## src/rtl/fft_butterfly_engine.sv

```systemverilog
// In-place radix-2 DIT FFT sequencer: one butterfly per three cycles (RD, WA, WB) over A_LEN stages.
// Define FFT_SCALE_EN to halve every butterfly output, which scales the whole transform by 1/N.
module fft_butterfly_engine #(
  parameter int W     = 16,
  parameter int A_LEN = 5
) (
  input  logic               clk,
  input  logic               rst,
  input  logic               start,
  output logic [A_LEN-1:0]   raddr1,
  output logic [A_LEN-1:0]   raddr2,
  input  logic [2*W-1:0]     rdata1,
  input  logic [2*W-1:0]     rdata2,
  output logic [A_LEN-2:0]   tw_addr,
  input  logic [2*W-1:0]     tw_data,
  output logic [A_LEN-1:0]   waddr,
  output logic [2*W-1:0]     wdata,
  output logic               we,
  output logic               busy,
  output logic               done
);

  localparam int SW = (A_LEN > 1) ? $clog2(A_LEN) : 1;

  localparam logic [2:0] ST_IDLE = 3'd0;
  localparam logic [2:0] ST_RD   = 3'd1;
  localparam logic [2:0] ST_WA   = 3'd2;
  localparam logic [2:0] ST_WB   = 3'd3;
  localparam logic [2:0] ST_DONE = 3'd4;

  localparam logic [SW-1:0]    LAST_S = SW'(A_LEN - 1);
  localparam logic [A_LEN-2:0] K_LAST = {(A_LEN-1){1'b1}};
  localparam logic [A_LEN-1:0] ONE_A  = {{(A_LEN-1){1'b0}}, 1'b1};

  // Operand A address: insert a zero at bit position s of the butterfly index.
  function automatic logic [A_LEN-1:0] addr_a(input logic [SW-1:0] s, input logic [A_LEN-2:0] k);
    logic [A_LEN-1:0] kx;
    logic [A_LEN-1:0] lo_mask;
    kx      = {1'b0, k};
    lo_mask = (ONE_A << s) - ONE_A;
    return ((kx & ~lo_mask) << 1) | (kx & lo_mask);
  endfunction

  function automatic logic [A_LEN-1:0] addr_b(input logic [SW-1:0] s, input logic [A_LEN-2:0] k);
    return addr_a(s, k) | (ONE_A << s);
  endfunction

  function automatic logic [A_LEN-2:0] addr_tw(input logic [SW-1:0] s, input logic [A_LEN-2:0] k);
    logic [A_LEN-1:0] lo_mask;
    logic [A_LEN-2:0] pos;
    lo_mask = (ONE_A << s) - ONE_A;
    pos     = k & lo_mask[A_LEN-2:0];
    return pos << (LAST_S - s);
  endfunction

  // B*T with each component formed at 2W+1 bits, then rescaled from Q1.(W-2).
  function automatic logic [2*W-1:0] cmul(input logic [2*W-1:0] b, input logic [2*W-1:0] t);
    logic signed [2*W:0] br, bi, tr, ti, pr, pi;
    br = {{(W+1){b[2*W-1]}}, b[2*W-1:W]};
    bi = {{(W+1){b[W-1]}},   b[W-1:0]};
    tr = {{(W+1){t[2*W-1]}}, t[2*W-1:W]};
    ti = {{(W+1){t[W-1]}},   t[W-1:0]};
    pr = (br * tr) - (bi * ti);
    pi = (br * ti) + (bi * tr);
    pr = pr >>> (W - 2);
    pi = pi >>> (W - 2);
    return {pr[W-1:0], pi[W-1:0]};
  endfunction

  function automatic logic [W-1:0] badd(input logic [W-1:0] a, input logic [W-1:0] p, input logic sub);
`ifdef FFT_SCALE_EN
    logic [W:0] ax, px, r;
    ax = {a[W-1], a};
    px = {p[W-1], p};
    r  = sub ? (ax - px) : (ax + px);
    return r[W:1];
`else
    return sub ? (a - p) : (a + p);
`endif
  endfunction

  logic [2:0]       state_q, state_d;
  logic [SW-1:0]    s_q, s_d;
  logic [A_LEN-2:0] k_q, k_d;
  logic [2*W-1:0]   y_q, y_d;
  logic [A_LEN-1:0] raddr1_q, raddr1_d, raddr2_q, raddr2_d, waddr_q, waddr_d;
  logic [A_LEN-2:0] tw_q, tw_d;
  logic [2*W-1:0]   wdata_q, wdata_d;
  logic             we_q, we_d, busy_q, busy_d, done_q, done_d;
  logic [2*W-1:0]   p_s, x_s, y_s;

  assign p_s = cmul(rdata2, tw_data);
  assign x_s = {badd(rdata1[2*W-1:W], p_s[2*W-1:W], 1'b0), badd(rdata1[W-1:0], p_s[W-1:0], 1'b0)};
  assign y_s = {badd(rdata1[2*W-1:W], p_s[2*W-1:W], 1'b1), badd(rdata1[W-1:0], p_s[W-1:0], 1'b1)};

  // Sequencing: state, stage/butterfly counters and the held bottom result.
  always_comb begin
    state_d = state_q;
    s_d     = s_q;
    k_d     = k_q;
    y_d     = y_q;
    case (state_q)
      ST_IDLE: begin
        s_d = '0;
        k_d = '0;
        if (start) begin
          state_d = ST_RD;
        end else begin
          state_d = ST_IDLE;
        end
      end
      ST_RD: begin
        y_d     = y_s;
        state_d = ST_WA;
      end
      ST_WA: state_d = ST_WB;
      ST_WB: begin
        if (k_q == K_LAST) begin
          k_d = '0;
          if (s_q == LAST_S) begin
            s_d     = '0;
            state_d = ST_DONE;
          end else begin
            s_d     = s_q + {{(SW-1){1'b0}}, 1'b1};
            state_d = ST_RD;
          end
        end else begin
          k_d     = k_q + {{(A_LEN-2){1'b0}}, 1'b1};
          state_d = ST_RD;
        end
      end
      ST_DONE: state_d = ST_IDLE;
      default: begin
        state_d = ST_IDLE;
        s_d     = '0;
        k_d     = '0;
      end
    endcase
  end

  // Outputs are decoded from the next state so they are registered yet aligned with it.
  always_comb begin
    raddr1_d = '0;
    raddr2_d = '0;
    tw_d     = '0;
    waddr_d  = '0;
    wdata_d  = '0;
    we_d     = 1'b0;
    busy_d   = 1'b0;
    done_d   = 1'b0;
    case (state_d)
      ST_RD: begin
        raddr1_d = addr_a(s_d, k_d);
        raddr2_d = addr_b(s_d, k_d);
        tw_d     = addr_tw(s_d, k_d);
        busy_d   = 1'b1;
      end
      ST_WA: begin
        raddr1_d = raddr1_q;
        raddr2_d = raddr2_q;
        tw_d     = tw_q;
        waddr_d  = raddr1_q;
        wdata_d  = x_s;
        we_d     = 1'b1;
        busy_d   = 1'b1;
      end
      ST_WB: begin
        raddr1_d = raddr1_q;
        raddr2_d = raddr2_q;
        tw_d     = tw_q;
        waddr_d  = raddr2_q;
        wdata_d  = y_q;
        we_d     = 1'b1;
        busy_d   = 1'b1;
      end
      ST_DONE: begin
        busy_d = 1'b1;
        done_d = 1'b1;
      end
      default: begin
        busy_d = 1'b0;
      end
    endcase
  end

  // State and output registers.
  always_ff @(posedge clk or posedge rst) begin
    if (rst) begin
      state_q  <= ST_IDLE;
      s_q      <= '0;
      k_q      <= '0;
      y_q      <= '0;
      raddr1_q <= '0;
      raddr2_q <= '0;
      tw_q     <= '0;
      waddr_q  <= '0;
      wdata_q  <= '0;
      we_q     <= 1'b0;
      busy_q   <= 1'b0;
      done_q   <= 1'b0;
    end else begin
      state_q  <= state_d;
      s_q      <= s_d;
      k_q      <= k_d;
      y_q      <= y_d;
      raddr1_q <= raddr1_d;
      raddr2_q <= raddr2_d;
      tw_q     <= tw_d;
      waddr_q  <= waddr_d;
      wdata_q  <= wdata_d;
      we_q     <= we_d;
      busy_q   <= busy_d;
      done_q   <= done_d;
    end
  end

  assign raddr1  = raddr1_q;
  assign raddr2  = raddr2_q;
  assign tw_addr = tw_q;
  assign waddr   = waddr_q;
  assign wdata   = wdata_q;
  assign we      = we_q;
  assign busy    = busy_q;
  assign done    = done_q;

endmodule

```

## config.mk

```make
export PLATFORM = sky130hd
export DESIGN_NAME = fft_butterfly_engine
export DESIGN_NICKNAME = d
export VERILOG_FILES = /design/src/rtl/fft_butterfly_engine.sv
export SDC_FILE = /design/constraint.sdc
export NUM_CORES = 2
export LEC_CHECK = 0
export ABC_AREA = 0
export CAP_MARGIN = 5
export CORE_AREA = 5 5 280 419
export CTS_BUF_LIST = sky130_fd_sc_hd__clkbuf_4
export DETAILED_ROUTE_END_ITERATION = 16
export DIE_AREA = 0 0 285 424
export DONT_BUFFER_PORTS = 1
export HOLD_SLACK_MARGIN = 0.06
export PLACE_DENSITY_LB_ADDON = 0.25
export SYNTH_ARGS = -nofsm -noshare
export SYNTH_HDL_FRONTEND = slang
export SYNTH_SLANG_ARGS = --single-unit
```

## constraint.sdc

```tcl
create_clock -name clk -period 8.55 [get_ports clk]
set_clock_uncertainty 0.05 [all_clocks]
set_input_delay 0.4275 -clock clk [delete_from_list [all_inputs] [get_ports clk]]
set_output_delay 0.4275 -clock clk [all_outputs]
set_load 0.02 [all_outputs]
```

## Word level (Yosys, flattened, before mapping)

Index checks and enable logic that the tools add are counted.

- Input port bits: 99
- Logic and storage cells: 65
- Bits in latches: 0
- Memories: 0
- Bits in registers: 96
- Memory bits (read-only): 0
- Output and inout bits: 54
- Memory bits (writable): 0

- Mux-type cells: 17
- Div/mod/pow operators: 0
- $add $sub $neg: 10
- $mul: 4
- Bitwise gates (word level): 6
- Equality and inequality tests: 10
- Reduce and logical (&&, ||, !) cells: 4
- Shift operators: 2
- Magnitude comparators: 0

Operator list:

| operator | count |
|---|---|
| 16-bit by 16-bit multiplier with 30-bit output | 4 |
| 32-bit one-hot mux with 2 select lines | 1 |
| 16-bit adder | 2 |
| 16-bit subtractor | 2 |
| 30-bit adder | 1 |
| 5-bit one-hot mux with 2 select lines | 3 |
| 30-bit subtractor | 1 |
| 4-bit one-hot mux with 2 select lines | 2 |
| 3-bit by 2-bit == test with 1-bit output, second input constant | 4 |
| 3-bit two-way mux | 4 |
| 3-bit one-hot mux with 4 select lines | 1 |
| 5-bit OR | 2 |
| 3-bit == test, second input constant | 3 |
| 4-bit bitwise AND | 2 |
| 3-bit by 1-bit == test with 1-bit output, second input constant | 2 |
| 3-bit one-hot mux with 2 select lines | 1 |
| 4-bit by 5-bit bitwise AND with 5-bit output | 1 |
| 1-bit by 3-bit left shift with 5-bit output, first input constant | 1 |
| 5-bit by 1-bit subtractor with 5-bit output, second input constant | 1 |
| 4-bit by 1-bit adder with 4-bit output, second input constant | 1 |
| 4-bit == test, second input constant | 1 |
| 1-bit two-way mux | 4 |
| 4-bit two-way mux | 1 |
| 4-bit NOT | 1 |
| 7 further kinds | 7 |

## Longest topological paths before layout

- Word-level depth: 11
- Depth in mapped cells: 40
- Mapped depth without buffers: 39

## Least setup slack after synthesis

OpenSTA, ideal clock, no wires.

- Path type: input -> register
- Start point: in rdata2[15]
- End point: reg wdata_q[31], in the netlist wdata[31]
- Path buffers: 3
- Required time: 8367 ps
- Path slack: -542 ps
- Stages on the path: 36
- Data arrival time: 8909 ps
- Library setup time: 133 ps
- Cells stage by stage: clkbuf_1 clkbuf_1 nand2_1 inv_1 fa_1 inv_1 fa_1 inv_1 fa_1 inv_1 fa_1 fa_1 fa_1 fa_1 inv_1 fa_1 inv_1 ha_1 and3_1 a31oi_1 o21ai_0 or2_2 a31oi_1 o21ba_2 o21bai_1 xor2_1 ha_1 clkbuf_1 and3_1 a21oi_1 o31a_1 a21oi_1 a21o_1 a21oi_1 xnor2_1 o21ai_0

- Cells in the longest elaborated chain, start to end: 4

Ends and longest elaborated chain:

| element | line | source |
|---|---|---|
| from (decl) | 13 | `input logic [2*W-1:0] rdata2,` |
| 16-bit by 16-bit multiplier with 30-bit output | 63 | `pr = (br * tr) - (bi * ti);` |
| 30-bit subtractor | 63 |  |
| 16-bit adder | - |  |
| 32-bit one-hot mux with 2 select lines | 151 | `case (state_d)` |
| named net wdata_d[31] | 88 | `logic [2*W-1:0] wdata_q, wdata_d;` |
| to (signal assigned) | 210 | `wdata_q <= wdata_d;` |
| to (decl) | 88 |  |

The timed path passes the listed nets, and every way through them passes these cells.
A chain may end at the register's enable or synchronous reset.

## Worst setup path after layout

- Start point: in rdata2[23]
- End point: reg y_q[15]

- Cells in the longest elaborated chain, start to end: 3

Ends and longest elaborated chain:

| element | line | source |
|---|---|---|
| 16-bit by 16-bit multiplier with 30-bit output | 64 | `pi = (br * ti) + (bi * tr);` |
| 30-bit adder | 64 |  |
| 16-bit subtractor | 78 | `return sub ? (a - p) : (a + p);` |
| to (signal assigned) | 205 | `y_q <= y_d;` |
| to (decl) | 85 | `logic [2*W-1:0] y_q, y_d;` |

No other way between the ends.

==> summary.md <==
| Metric | Value |
|---|---|
| Final period util | a little over nine tenths |
| Synthesized flop and latch total | 96 |
| Mean routed wirelength per cell | 18.9 um |
| Worst slew pin tran | between 0.9 and 1 ns |
| Async SR Flop Fraction | 100% |
| MaxCap Viol Count | 0 |
| Via-per-instance ratio | 4.85 |
| Total congestion overflow | 0 |
| 1st-iter DRT viols | about 1200 |
| Worst-path clk slew | 0.19 ns |
| Number of global-route vias before repair | roughly 34000 |
| Worst-Skew Late Latency | about 0.58 ns |
| CP max-delay cell | fa_1 |
| Initial antenna violation count | 1 |
| Ys flop type | dfrtp_1 |
| Peak Freq | roughly 120 MHz |
| Final Hold Viols | 0 |
| Clk sinks | 96 |
| Filler instances | approximately 11000 |
| Gr usage total | about 20% |
| CP Class | input pin to register |
| GRT busiest layer | met2 |
| Multi-input logic area | 36000 sq um |
| Reg area | 2400 sq um |
| Die width | ~290 um |
| Slew Limit Fails | 0 |
| Clk root buf | clkbuf_4 |
| Post-DP HPWL | around 95 mm |
| CTS tree | yes |
| Port Buf Inserts | 0 |
| Global routing usage on met2 | between 30% and 40% |
| CTS H-tree lvls | 3 |
| Core Area | ~110000 sq um |
| Register area share after synthesis | roughly 5.5% |
| Worst path required time | 8.97 ns |
| Area growth syn-to-layout | 6.91% |
| Routed Antenna Nets | 0 |
| Initial core utilization | between 30 and 40% |
| Post-synth cell types | 66 |
| Post-synthesis cell count | 4769 |
| GR Util met3 | between 1.5 and 2% |
| Crit. End Element | register |
| Status | finished clean |
| Final setup viols | 0 |
| GP Congestion | 0.829 |
| TritonCTS Buffers | 9 |
| Clock period minus final worst setup slack | roughly 8.3 ns |
| # rows | approximately 150 |
| CP arrival | 8.70 ns |
| Area leader, netlist | fa_1 |
| Nets | 6324 |
| First-pass iteration count of the detailed router | 5 |
| Synth top area share | 49.6% |
| Residual DRC | 0 |
| IO Pins | approximately 150 |
| Post-synth EDFFs | 0 |
| Yosys warnings | 0 |
| Hold WS | ~0.17 ns |
| Normalized max-slew margin | 35.3% |
| Largest cells by area after synthesis | fa_1 (50%), inv_1 (11%), ha_1 (10%) |
| Syn Nets | roughly 6300 |
| Detailed Route WL | approximately 120 mm |
| CP startpoint kind | input pin |
| First-pass GRT wire length | between 150 and 200 mm |
| CP max FO | 32 |
| DR vias | 30300 |
| GRT met1 Usage | between 20% and 30% |
| Share of layout cells above drive strength 1 | 5.69% |
| Largest net degree at the start of global routing | 90 |
| Most common cell on crit path | fa_1 |
| Die footprint | roughly 120000 sq um |
| Chip height | 424 um |
| Hold Crit Class | input pin to register |
| Cell Area, Synth | between 40000 and 50000 sq um |
| Max incr delay on CP | 0.54 ns |
| Mapped Avg Cell Area | ~9.2 sq um |
| Max Root-Sink Buffers | 2 |
## per-layer routing
metal | share of wire [%] | vias to the layer above
li1 | - | 13600
met1 | 37 | 15900
met2 | 55 | 633
met3 | 3.7 | 169
met4 | 4.4 | 0
met5 | 0 | -
## cell usage after synthesis, drive strengths merged, types with 6 or more instances
master,instances
inv,1301
fa,1088
nand2,535
and2,533
ha,358
clkbuf,212
xnor2,125
nor2,110
dfrtp,96
o21ai,95
a21oi,60
xor2,36
nand2b,34
a21o,23
nor2b,13
nand3,11
nor3,11
o31ai,11
o21a,9
a211oi,7
a31oi,7
o21bai,7
mux2i,6
## worst paths after layout
check                           start        end  slack [ns]  cells past startpoint
min                        rdata1[30]  wdata[31]        0.17                      4
min reg2reg                   y_q[18]    y_q[18]        0.45                      2
max reg2reg                state_q[2]  raddr2[3]        4.76                     12
max                        rdata2[23]    y_q[15]        0.27                     32
min in group asynchronous         rst    y_q[12]        0.28                      2
max in group asynchronous         rst  wdata[19]        6.96                      3
## state kept, by name, indices dropped and copies added (netlist names)
signal	cells
busy	1
done	1
k_q	4
raddr1	5
raddr2	5
s_q	3
state_q	3
tw_addr	4
waddr	5
wdata	32
we	1
y_q	32
## through the flow
| stage | cells | setup TNS, ns | utilization [%] | worst slack (ns) | instance area (sq um) |
|---|---|---|---|---|---|
| 4_1_cts | 6246 | 0 | 41.2 | 0.234 | 46800 |
| 2_1_floorplan | 4769 | -0.0648 | - | -0.0351 | 44000 |
| 5_1_grt | 6248 | -0.0224 | 41.3 | -0.00852 | 46900 |
| 3_5_place_dp | 6223 | -5.11 | 41.1 | -0.492 | 46600 |
| 3_3_place_gp | 6223 | -3.76 | 41.1 | -0.444 | 46600 |
| 6_report | 6248 | 0 | 41.3 | 0.267 | 46900 |
## cell usage in the layout (no fill, tap or decap), types with 4 or more instances in the layout
cell	count
nor2b_1	12
clkinvlp_4	4
a31oi_1	5
xnor2_1	123
xor2_1	35
mux2i_1	6
dlygate4sd3_1	7
nor2_1	110
ha_1	356
o31a_1	4
inv_1	1298
a21o_1	23
or3_1	5
nand2b_1	34
o21bai_1	6
buf_4	207
o21ai_0	89
fa_1	1088
o21ai_1	6
nand2_1	534
dfrtp_1	96
o31ai_1	9
nor3_1	10
a21oi_2	8
a211oi_1	7
and2_1	531
nand4_1	4
o21a_1	9
nand3_1	11
clkbuf_4	9
a21oi_1	52
## cells by family after synthesis
group                    synth area share (%)
flip-flops                               5.48
multiplexers                            0.163
XOR/XNOR                                 3.21
AND/OR/NAND/NOR                          14.6
adder cells (fa/ha/maj)                  59.9
AO/OA/AOI/OAI                            3.74
buffers and inverters                    13.0
## area by class of cell
cell class                 instances  area share (%)
timing repair buffer             216            3.55
sequential                        96            5.12
clock inverter                     7           0.165
tap                             1463            3.90
multi-input combinational       3155            76.7
clock buffer                       9           0.144
antenna                            1         0.00533
inverter                        1301            10.4
## repair_timing
action	in CTS	in global routing
endpoints found under the hold margin	45	0
setup buffers	0	1
setup endpoints to repair	0	11
gates resized for setup	0	13
hold buffers	7	0
## worst max-delay path: cells and delay by family
family / cells / cell delay [ns]
AO/OA/AOI/OAI: 9 / 1.90
XOR/XNOR: 1 / 0.16
adder cells (fa/ha/maj): 10 / 4.48
buffers and inverters: 5 / 0.37
AND/OR/NAND/NOR: 7 / 1.31
Power is left out: the tool's default activity adds up to more than one toggle a clock period on the data nets, which glitch-free logic cannot reach.
